File: config.mk
export PLATFORM = sky130hd
export DESIGN_NAME = timer_ctrl
export DESIGN_NICKNAME = d
export VERILOG_FILES = /design/src/rtl/timer_ctrl.sv
export SDC_FILE = /design/constraint.sdc
export NUM_CORES = 1
export LEC_CHECK = 0
export ABC_AREA = 1
export ABC_CLOCK_PERIOD_IN_PS = 1900
export BUFFER_PORTS_ARGS = -buffer_cell sky130_fd_sc_hd__buf_2
export CAP_MARGIN = 5
export CORE_MARGIN = 2
export CORE_UTILIZATION = 53
export DETAILED_ROUTE_END_ITERATION = 10
export HOLD_SLACK_MARGIN = 0.02
export MAX_ROUTING_LAYER = met4
export PLACE_DENSITY = 0.85
export SYNTH_ARGS = -nofsm -noshare
export SYNTH_HDL_FRONTEND = slang
export SYNTH_SLANG_ARGS = --single-unit
File: constraint.sdc
create_clock -name clk -period 1.9 [get_ports clk]
set_clock_uncertainty 0.2 [all_clocks]
set_input_delay 0.38 -clock clk [delete_from_list [all_inputs] [get_ports clk]]
set_output_delay 0.38 -clock clk [all_outputs]
set_load 0.01 [all_outputs]
File: src/rtl/timer_ctrl.sv
// Sequencing controller for an external up-counter: one-shot or periodic
// timing against a latched limit, with pause/resume/abort and a period tally.
module timer_ctrl #(
    parameter int WIDTH = 8
) (
    input  logic             clk,
    input  logic             reset,
    input  logic             start,
    input  logic             stop,
    input  logic             mode,
    input  logic [WIDTH-1:0] limit,
    input  logic [WIDTH-1:0] cnt_value,
    output logic             cnt_en,
    output logic             cnt_clr,
    output logic             busy,
    output logic             done,
    output logic             err,
    output logic [WIDTH-1:0] periods
);

    typedef enum logic [1:0] {
        IDLE,
        CLEAR,
        RUN,
        PAUSE
    } state_t;

    state_t           state;
    state_t           state_n;
    logic             mode_q;
    logic [WIDTH-1:0] limit_q;
    logic             match;
    logic             load;
    logic             tally;

    always_ff @(posedge clk or posedge reset) begin
        if (reset) begin
            state   <= IDLE;
            mode_q  <= 1'b0;
            limit_q <= '0;
            periods <= '0;
        end else begin
            state <= state_n;
            if (load) begin
                mode_q  <= mode;
                limit_q <= limit;
                periods <= '0;
            end else if (tally) begin
                periods <= periods + WIDTH'(1);
            end
        end
    end

    // >= rather than == so an overshooting or corrupted counter still terminates
    assign match = (state == RUN) && (cnt_value >= limit_q);

    always_comb begin
        state_n = state;
        cnt_en  = 1'b0;
        cnt_clr = 1'b0;
        busy    = (state != IDLE);
        done    = 1'b0;
        err     = 1'b0;
        load    = 1'b0;
        tally   = 1'b0;
        unique case (state)
            IDLE: begin
                if (start) begin
                    if (limit != '0) begin
                        load    = 1'b1;
                        state_n = CLEAR;
                    end else begin
                        err = 1'b1;
                    end
                end
            end
            CLEAR: begin
                cnt_clr = 1'b1;
                state_n = RUN;
            end
            RUN: begin
                if (match) begin
                    done  = 1'b1;
                    tally = 1'b1;
                    if (mode_q) begin
                        cnt_clr = 1'b1;
                    end else begin
                        state_n = IDLE;
                    end
                end else begin
                    // the counter still advances on the cycle stop is seen
                    cnt_en = 1'b1;
                    if (stop) begin
                        state_n = PAUSE;
                    end
                end
            end
            PAUSE: begin
                if (stop) begin
                    state_n = IDLE;
                end else if (start) begin
                    state_n = RUN;
                end
            end
            default: state_n = IDLE;
        endcase
    end

endmodule

==> metrics.md, run 1 <==
| Metric | Value |
|---|---|
| Setup WS pre-CTS | -265 ps |
| FF/Latch Area | approximately 480 µm² |
| Min-delay src | mode |
| Mean Syn Cell Area | 8.19 µm² |
| Total wire length | approximately 3500 µm |
| Hold EP | mode_q |
| Fill cell count | 170 |
| Die Height | 55.9 µm |
| Total CTS buffers | 3 |
| Post-Synthesis Cells | ~170 |
| Setup Viol. Count Final | 7 |
| Placed cells | 243 |
| RSZ-0062 raised after global routing | yes |
| CP endpoint kind | output port |
| CTS tree | yes |
| Syn Nets | between 200 and 250 |
| Clk pin slew, worst setup/hold paths | ~120 ps |
| Min Tclk post-route | 2360 ps |
| Worst setup SP type | register |
| Slew Limit Fails | 0 |
| Global-route wire length before repair | around 5500 µm |
| Synth Register Bits | 19 |
| Sequential Power Share | between 20% and 30% |
| Worst slew pin tran | 250 ps |
| HP Class | in -> reg |
| Endpoints failing hold | 0 |
| Max frequency | between 0.4 and 0.5 GHz |
| Ports | 34 |
| N_diodes | 0 |
| Setup WS post-layout | -459 ps |
| Leak | about 1.1 nW |
| Status | finished with violations |
| Vias | 1355 |
| DRC viols | 0 |
| First DRT Iteration DRCs | 46 |
| Reg2reg end | state[0] |
| Cell Area, Synth | between 1000 and 1500 µm² |
| Area grow syn2layout | 41.4% |
| Detail Route Antenna Nets | 0 |
| CTS root buf | clkbuf_4 |
| # Max-Cap Violations | 0 |
| Power Dens Cells | about 1200 nW/µm² |
| Seq/Total Area, Yosys | 33.4% |
| Clk_lat worst skew | about 310 ps |
| IO buf count | 33 |
| YS warnings | 0 |
| Final nets | between 200 and 300 |
| Setup TNS Final | -2070 ps |
| Initial Utilization | between 50% and 60% |
| Vias in the first global route | 1272 |
| Netlist cell types | 26 |
| Largest fanout on the critical path | 3 |
| R2R cell count | 16 |
| DRT Pass-1 Iters | 4 |
| Total GRT Usage | between 20% and 30% |
| Critical path type | reg -> out |
| Max_slew headroom | between 80% and 90% |
| Failing checks | setup timing |
| RD Place Congestion | between 0.9 and 1 |
| Multi-input gate area in the final layout | between 900 and 1000 µm² |
| Total core area | between 2000 and 3000 µm² |
| Switching share of power | approximately 45% |
| Initial antenna violation count | 0 |
| Die area | 3120 µm² |
| Number of core rows | 18 |
| Finished Layout Cells | roughly 260 |
| Worst IR Drop VDD | 0.981 mV |
| P_sw | between 0.001 and 0.0015 W |
| Worst flop-to-flop path startpoint | limit_q[5] |
| Hold depth | 2 |
| HPWL after detailed placement | 2420 µm |
| Flop2flop setup slack | -380 ps |
| Vias per cell | about 5.2 |
| H-tree depth | 1 |
| Design internal power | ~0.0014 W |
| Share of layout cells above drive strength 1 | 49.8% |
| CP required | 1320 ps |
| Setup crit start | limit_q[5] |
| Total grt overflow | 0 |
| Clock Sinks | 19 |
| Wire per inst | approximately 14 µm |
| Fin crit share | 124% |
| Die W | ~56 µm |
| Clock Path Buffers | 2 |
| WP data arrival | ~1800 ps |
| Clock share of power | 8.9% |
| Largest net degree at the start of global routing | 20 |
| Combinational share of power | between 60% and 70% |
==> sequential cells by signal (all words and copies together), names as in the netlist <==
register / cells
state: 2
limit_q: 8
mode_q: 1
periods: 8
==> layer usage <==
layer | global-route usage [%] | share of wire [%] | routed length (µm) | vias to the layer above
met5 | - | 0 | 0 | -
met3 | 4.65 | 4.6 | 162 | 8
met2 | 37.2 | 52 | 1820 | 43
li1 | - | - | - | 662
met4 | 4.76 | 2.0 | 72 | 0
met1 | 27.8 | 42 | 1480 | 642
==> power by group through the flow <==
stage	clock, W	combinational, W	sequential, W
6_report	0.000220	0.00160	0.000653
5_1_grt	0.000233	0.00178	0.000671
4_1_cts	0.000218	0.00128	0.000639
3_5_place_dp	0	0.00112	0.000645
3_3_place_gp	0	0.00107	0.000640
2_1_floorplan	0	0.000843	0.000628
==> how the worst max path moves through the flow <==
stage	endpoint	slack (ps)
2_1_floorplan	cnt_clr	4
3_3_place_gp	cnt_clr	-210
3_5_place_dp	cnt_clr	-260
4_1_cts	cnt_clr	-450
5_1_grt	cnt_clr	-560
6_report	cnt_clr	-460
==> area by class of cell <==
type	count	area share [%]
Timing Repair Buffer	55	18.3
Multi-Input combinational cell	115	47.4
Clock buffer	3	1.12
Clock inverter	1	0.248
Tap cell	30	1.86
Sequential cell	19	23.6
Inverter	38	7.45
==> cell families after synthesis <==
logic type,synth area share [%]
XOR/XNOR,3.69
adder cells (fa/ha/maj),11.4
AND/OR/NAND/NOR,27.8
multiplexers,1.58
flip-flops,33.4
AO/OA/AOI/OAI,9.75
buffers and inverters,12.4
==> cells in the mapped netlist <==
library cell  number  share of area, %
inv_2              1              0.26
nand4_1            5               2.2
ha_1              13                11
o21ai_0            7               2.5
nand3_2            9               6.3
buf_8              1               1.1
nor3_1             1              0.35
nor2_2             2              0.88
nand3_4            1               1.2
mux2_2             2               1.6
a21oi_2            1              0.61
o21ai_2            8               4.9
xor2_1             6               3.7
nand2_4            2               1.6
buf_6              1              0.79
nand3_1            4               1.4
inv_8              1              0.79
inv_1             36               9.5
dfrtp_1           19                33
nand2_1           41                11
nand2_2            1              0.44
nor2_4             1              0.79
nor2_1             7               1.8
a21boi_0           1              0.53
a21oi_1            2              0.70
a21o_1             1              0.53
==> layout by cell type, fill, tap and decap left out <==
master         synthesis  routed
a21boi_2               0       1
a21o_1                 1       1
a21oi_2                1       3
buf_2                  0      32
buf_4                  0      13
buf_6                  1       9
clkbuf_4               0       3
clkinv_2               0       1
dfrtp_1               19      19
dlygate4sd3_1          0       1
ha_1                  13       5
ha_4                   0       8
inv_1                 36      29
inv_2                  1       8
inv_8                  1       1
mux2_2                 2       2
nand2_1               41      33
nand2_2                1       7
nand2_4                2       3
nand2_8                0       1
nand3_1                4       3
nand3_2                9       8
nand3_4                1       3
nand4_1                5       5
nor2_1                 7       6
nor2_2                 2       1
nor2_4                 1       3
nor3_1                 1       1
o21ai_0                7       7
o21ai_2                8       8
xor2_1                 6       6
==> metrics by stage <==
step | power [W] | util [%] | hold slack, ps | cell area [µm²]
6_report | 0.00247 | 79.9 | 100 | 2020
3_5_place_dp | 0.00176 | 66.9 | 214 | 1690
4_1_cts | 0.00214 | 72.2 | 96.4 | 1820
3_3_place_gp | 0.00171 | 66.9 | 210 | 1690
2_1_floorplan | 0.00147 | - | 131 | 1450
5_1_grt | 0.00268 | 79.9 | 105 | 2020
==> critical path: stages (launching register included) <==
cell and delay [ps]:
dfrtp_1 370, inv_1 70, ha_4 270, nand2_2 60
nor2_4 150, nand2_2 100, nand3_4 110, nand3_4 80
a21boi_2 120, buf_2 130
==> what timing repair did <==
action | in CTS | in global routing
hold buffers | 1 | 0
gates resized for setup | 15 | 25
pin swaps | 9 | 9
setup endpoints to repair | 15 | 15
setup buffers | 3 | 11
endpoints found under the hold margin | 19 | 0
Note: power is estimated with default switching activity, not from simulation.
==> run 2, diff against run 1 <==
--- a/config.mk
+++ b/config.mk
@@ -15,6 +15,7 @@
 export HOLD_SLACK_MARGIN = 0.02
 export MAX_ROUTING_LAYER = met4
 export PLACE_DENSITY = 0.85
+export SKIP_LAST_GASP = 1
 export SYNTH_ARGS = -nofsm -noshare
 export SYNTH_HDL_FRONTEND = slang
 export SYNTH_SLANG_ARGS = --single-unit
==> constraint.sdc (replaced) <==
create_clock -name clk -period 1.9 [get_ports clk]
set_clock_uncertainty 0.2 [all_clocks]
set_input_delay 0.19 -clock clk [delete_from_list [all_inputs] [get_ports clk]]
set_output_delay 0.19 -clock clk [all_outputs]
set_load 0.01 [all_outputs]
==> run 2 against run 1 <==
  * The run still ends with setup timing left
  * Sequential power up 0.8%
  * Combinational power down 8%
  * Setup slack better by 160 ps
  * Final area down 2.4%
  * Sequential share of layout area up 0.59 points
  * Critical path type unchanged
  * Critical endpoint is now cnt_en
  * Largest power group unchanged
==> metrics.md, run 2 (same netlist as run 1, synthesis figures left out) <==
| Metric | Value |
|---|---|
| Critical path type | reg -> out (unchanged) |
| Total CTS buffers | 3 (unchanged) |
| First DRT Iteration DRCs | 39 (was 46) |
| Clock Path Buffers | 2 (unchanged) |
| CTS tree | yes (unchanged) |
| Die area | 3120 µm² (unchanged) |
| Global-route wire length before repair | 5680 µm (was 5470 µm) |
| H-tree depth | 1 (unchanged) |
| HP Class | in -> reg (unchanged) |
| Fill cell count | 174 (was 170) |
| Vias in the first global route | 1314 (was 1272) |
| Largest fanout on the critical path | 3 (unchanged) |
| Final nets | 260 (was 266) |
| Vias per cell | 5.18 (was 5.19) |
| Fin crit share | 116% (was 124%) |
| Die Height | 55.9 µm (unchanged) |
| Endpoints failing hold | 0 (unchanged) |
| Total grt overflow | 0 (unchanged) |
| Power Dens Cells | 1190 nW/µm² (was 1230 nW/µm²) |
| HPWL after detailed placement | 2210 µm (was 2420 µm) |
| Total GRT Usage | 23.3% (was 22.2%) |
| Commonest non-fill, non-tap cells in the layout | nand2_1, buf_2, inv_1 (unchanged) |
| Status | finished with violations (unchanged) |
| Finished Layout Cells | 255 (was 261) |
| Ports | 34 (unchanged) |
| Worst slew pin tran | 288 ps (was 250 ps) |
| Detail Route Antenna Nets | 0 (unchanged) |
| Max frequency | 0.454 GHz (was 0.424 GHz) |
| Clk_lat worst skew | 300 ps (was 310 ps) |
| Initial antenna violation count | 0 (unchanged) |
| Total wire length | 3830 µm (was 3530 µm) |
| Slew Limit Fails | 0 (unchanged) |
| N_diodes | 0 (unchanged) |
| Setup WS pre-CTS | 19.1 ps (was -265 ps) |
| Share of layout cells above drive strength 1 | 46.2% (was 49.8%) |
| DRC viols | 0 (unchanged) |
| CP endpoint kind | output port (unchanged) |
| RSZ-0062 raised after global routing | yes (unchanged) |
| DRT Pass-1 Iters | 6 (was 4) |
| Biggest registers after layout | limit_q (8), periods (8), state (2) (unchanged) |
| Leak | 1.01 nW (was 1.06 nW) |
| Vias | 1321 (was 1355) |
| Setup Viol. Count Final | 7 (unchanged) |
| # Max-Cap Violations | 0 (unchanged) |
| Total core area | 2520 µm² (unchanged) |
| WP data arrival | 1810 ps (was 1780 ps) |
| Min Tclk post-route | 2200 ps (was 2360 ps) |
| CTS root buf | clkbuf_4 (unchanged) |
| Pwr Total | 0.00234 W (was 0.00247 W) |
| Wire per inst | 15.0 µm (was 13.5 µm) |
| RD Place Congestion | 0.898 (was 0.947) |
| CP required | 1510 ps (was 1320 ps) |
| Die W | 55.9 µm (unchanged) |
| Placed cells | 237 (was 243) |
| Number of core rows | 18 (unchanged) |
| Worst setup SP type | register (unchanged) |
| Setup WS post-layout | -303 ps (was -459 ps) |
| Failing checks | setup timing (unchanged) |
| Clk pin slew, worst setup/hold paths | 110 ps (was 120 ps) |
| Worst IR Drop VDD | 0.979 mV (was 0.981 mV) |
| IO buf count | 33 (unchanged) |
| Initial Utilization | 56.5% (unchanged) |
| Commonest non-fill, non-tap cell in the layout | nand2_1 (unchanged) |
| Area grow syn2layout | 38.0% (was 41.4%) |
| Largest net degree at the start of global routing | 20 (unchanged) |
| Max_slew headroom | 80.6% (was 83.3%) |
| Clock Sinks | 19 (unchanged) |
| Setup TNS Final | -1100 ps (was -2070 ps) |
-- run 2: cell count changes in the layout (fill, tap and decap cells not counted), sizes merged --
cell | previous run | this run
buf | 54 | 39
dlygate4sd3 | 1 | 10
clkbuf | 3 | 4
clkinv | 1 | 0
-- run 2: stage by stage --
stage | utilization, % | hold slack (ps) | instance area, µm²
floorplan | - | -58.9 | 1430
global placement | 64.6 | 20.4 | 1630
detailed placement | 64.6 | 22.8 | 1630
CTS | 73.4 | 146 | 1850
global route | 78.0 | 158 | 1970
finish | 78.0 | 145 | 1970
-- run 2: timing repair --
item	CTS	global route
hold endpoints to repair	28	0
pin swaps	10	12
setup buffers	5	5
setup endpoints to repair	3	16
gates resized for setup	12	31
hold buffers	10	0
-- run 2: routing by layer --
metal | global-route usage (%) | vias to the layer above | routed length, µm
li1 | - | 646 | -
met1 | 29.6 | 615 | 1590
met2 | 37.4 | 48 | 1910
met3 | 6.51 | 12 | 200
met4 | 5.10 | 0 | 127
met5 | - | - | 0
-- run 2: area by class of cell --
class	count	area (µm²)	share of cell area [%]
flip-flops and latches	19	475	24.2
repair buffers	49	352	17.9
clock buffers	4	26.3	1.34
multi-input cells	115	926	47.1
well taps	30	37.5	1.91
inverters	38	150	7.63
-- run 2: path summary, 6_finish.rpt --
path                       slack [ps]  depth (start not counted)          to  startpoint
min                               140                          8    state[1]        stop
max                              -300                          9      cnt_en  limit_q[6]
max reg2reg                      -170                         14    state[1]  limit_q[6]
min reg2reg                       310                          2  limit_q[0]  limit_q[0]
max in group asynchronous        1060                          4  periods[2]       reset
min in group asynchronous         240                          4  limit_q[6]       reset
-- run 2: power breakdown --
group          total, W  internal (W)  leakage, nW  switching (W)
combinational   0.00148      0.000650        0.755       0.000827
sequential     0.000658      0.000536        0.244       0.000122
clock          0.000207     0.0000819       0.0150       0.000125
-- run 2: worst max-delay path, stage by stage (launching register included) --
cell and delay [ps]:
dfrtp_1 410, inv_2 70, ha_4 280, nand2_4 60
nor2_4 140, nand2_2 100, buf_4 140, nand4_1 120
inv_1 60, buf_2 130
==> run 3, diff against run 2 <==
--- a/config.mk
+++ b/config.mk
@@ -15,6 +15,7 @@
 export HOLD_SLACK_MARGIN = 0.02
 export MAX_ROUTING_LAYER = met4
 export PLACE_DENSITY = 0.85
+export REMOVE_ABC_BUFFERS = 1
 export SKIP_LAST_GASP = 1
 export SYNTH_ARGS = -nofsm -noshare
 export SYNTH_HDL_FRONTEND = slang
==> run 3 against run 2 <==
  * The flow still finishes with violations (setup timing)
  * Maximum frequency rose by 0.35%
  * Cell count rose by 1.6%
  * First-iteration DRC count rose by 5.1%
  * Total power barely moved
  * Via count fell by 0.61%
  * Combinational power barely moved
  * Clock power rose by 4%
  * Final area rose by 0.32%
  * Die area did not move
  * Critical endpoint is now cnt_clr
  * Largest cell class unchanged
==> metrics.md, run 3 (same netlist as run 1, synthesis figures left out) <==
| Metric | Value |
|---|---|
| Clk pin slew, worst setup/hold paths | 110 ps (about the same) |
| Leak | 1.03 nW (was 1.01 nW) |
| Min Tclk post-route | 2200 ps (about the same) |
| Biggest registers after layout | limit_q (8), periods (8), state (2) (unchanged) |
| Clk_lat worst skew | 310 ps (was 300 ps) |
| Commonest non-fill, non-tap cell in the layout | nand2_1 (unchanged) |
| Critical path capture point | cnt_clr (was cnt_en) |
| Detail Route Antenna Nets | 0 (unchanged) |
| Buf/Inv on CP | 2 (was 4) |
| Clock Sinks | 19 (unchanged) |
| HP Class | in -> reg (unchanged) |
| Critical path type | reg -> out (unchanged) |
| Initial Utilization | 56.5% (unchanged) |
| Worst setup SP type | register (unchanged) |
| Commonest non-fill, non-tap cells in the layout | nand2_1, buf_2, inv_1 (unchanged) |
| CP required | 1510 ps (about the same) |
| Initial antenna violation count | 0 (unchanged) |
| Flop2flop setup slack | -180 ps (was -170 ps) |
| Share of layout cells above drive strength 1 | 43.7% (was 46.2%) |
| Worst slew pin tran | 759 ps (was 288 ps) |
| CP delay by family, top | simple AND/OR/NAND/NOR gates (unchanged) |
| CTS root buf | clkbuf_4 (unchanged) |
| Wire per inst | 13.1 µm (was 15.0 µm) |
| # Max-Cap Violations | 0 (unchanged) |
| R2R cell count | 14 (unchanged) |
| Setup WS post-layout | -295 ps (was -303 ps) |
| Die Height | 55.9 µm (unchanged) |
| Total grt overflow | 0 (unchanged) |
| DRC viols | 0 (unchanged) |
| RD Place Congestion | 0.848 (was 0.898) |
| Largest net degree at the start of global routing | 20 (unchanged) |
| WP data arrival | 1810 ps (about the same) |
| Max frequency | 0.456 GHz (was 0.454 GHz) |
| Die area | 3120 µm² (unchanged) |
| First DRT Iteration DRCs | 41 (was 39) |
| Final core area utilization | 78.2% (was 78.0%) |
| Endpoints failing hold | 0 (unchanged) |
| Total core area | 2520 µm² (unchanged) |
| Multi-input gate area in the final layout | 922 µm² (was 926 µm²) |
| Largest stage delay on the critical path | 400 ps (was 410 ps) |
| Worst IR Drop VDD | 0.930 mV (was 0.979 mV) |
| N_diodes | 0 (unchanged) |
| Largest fanout on the critical path | 3 (unchanged) |
| Setup Viol. Count Final | 5 (was 7) |
| Stages on worst setup path | 9 (unchanged) |
| Final nets | 264 (was 260) |
| Reg2reg end | state[1] (unchanged) |
| Setup crit start | limit_q[7] (was limit_q[6]) |
| Total wire length | 3380 µm (was 3830 µm) |
| Vias in the first global route | 1168 (was 1314) |
| Setup TNS Final | -1170 ps (was -1100 ps) |
| Clock Path Buffers | 2 (unchanged) |
| HPWL after detailed placement | 2160 µm (was 2210 µm) |
| DRT Pass-1 Iters | 4 (was 6) |
| Area grow syn2layout | 38.5% (was 38.0%) |
| Slew Limit Fails | 0 (unchanged) |
| Total CTS buffers | 3 (unchanged) |
| Die W | 55.9 µm (unchanged) |
| CTS tree | yes (unchanged) |
| Min-delay src | start (was stop) |
| Global-route wire length before repair | 4980 µm (was 5680 µm) |
| Max_slew headroom | 49.3% (was 80.6%) |
| Fin crit share | 116% (about the same) |
| RSZ-0062 raised after global routing | yes (unchanged) |
| Worst flop-to-flop path startpoint | limit_q[7] (was limit_q[6]) |
| CP endpoint kind | output port (unchanged) |
| Total GRT Usage | 20.8% (was 23.3%) |
| Worst-path cell chain | inv_2 > ha_4 > nand2_4 > nor2_4 > nand2_2 > nand3_4 > nand3_2 > a21boi_1 > buf_2 (was inv_2 > ha_4 > nand2_4 > nor2_4 > nand2_2 > buf_4 > nand4_1 > inv_1 > buf_2) |
| IO buf count | 33 (unchanged) |
| H-tree depth | 1 (unchanged) |
| Status | finished with violations (unchanged) |
| Vias per cell | 5.07 (was 5.18) |
| FF/Latch Area | 475 µm² (unchanged) |
| Failing checks | setup timing (unchanged) |
| Vias | 1313 (was 1321) |
| Ports | 34 (unchanged) |
| Number of core rows | 18 (unchanged) |
| Power Dens Cells | 1190 nW/µm² (about the same) |
| Critical Path Slowest Stage Cell | dfrtp_1 (unchanged) |
| Fill cell count | 154 (was 174) |
run 3: through the flow:
stage,area (µm²),power (W),instances,setup slack (ps),hold WS [ps]
finish,1970,0.00234,259,-295,130
global route,1970,0.00254,259,-375,133
CTS,1810,0.00200,255,-243,141
detailed placement,1620,0.00168,238,-29.7,147
global placement,1620,0.00163,238,40.6,149
floorplan,1400,0.00139,172,68.1,-58.9
run 3: worst reg2reg max path, delay by kind of cell (launching register included):
family	cells	cell delay (ps)
fa+ha+maj	1	280
buf+inv	4	440
flops	1	400
simple gates	9	650
run 3: per-layer routing:
layer	vias up	routed length, µm	track usage, %
met5	-	0	-
met4	0	107	7.82
met3	13	189	4.42
met2	42	1680	34.5
met1	602	1400	24.8
li1	656	-	-
run 3: what timing repair did:
item,4_1_cts,5_1_grt
setup endpoints to repair,3,16
pin swaps,7,14
hold endpoints to repair,28,0
resized for setup,10,26
setup buffers,3,8
hold buffers,10,0
run 3: layout make-up:
| cell class | count | area share, % |
|---|---|---|
| timing repair buffer | 53 | 18.3 |
| sequential | 19 | 24.1 |
| clock buffer | 4 | 1.33 |
| inverter | 38 | 7.61 |
| multi-input combinational | 115 | 46.7 |
| tap | 30 | 1.90 |
run 3: power breakdown:
part | total, W | switching [W] | internal (W)
clock | 0.000215 | 0.000133 | 0.0000821
combinational | 0.00148 | 0.000808 | 0.000672
sequential | 0.000647 | 0.000111 | 0.000536
total | 0.00234 | 0.00105 | 0.00129
run 3: worst min path at each step:
stage                       to  slack, ps  depth (start not counted)
floorplan           limit_q[0]        -60                          1
global placement      state[0]        150                          2
detailed placement      mode_q        150                          2
CTS                   state[1]        140                          8
global route        limit_q[5]        130                          3
finish              limit_q[5]        130                          3
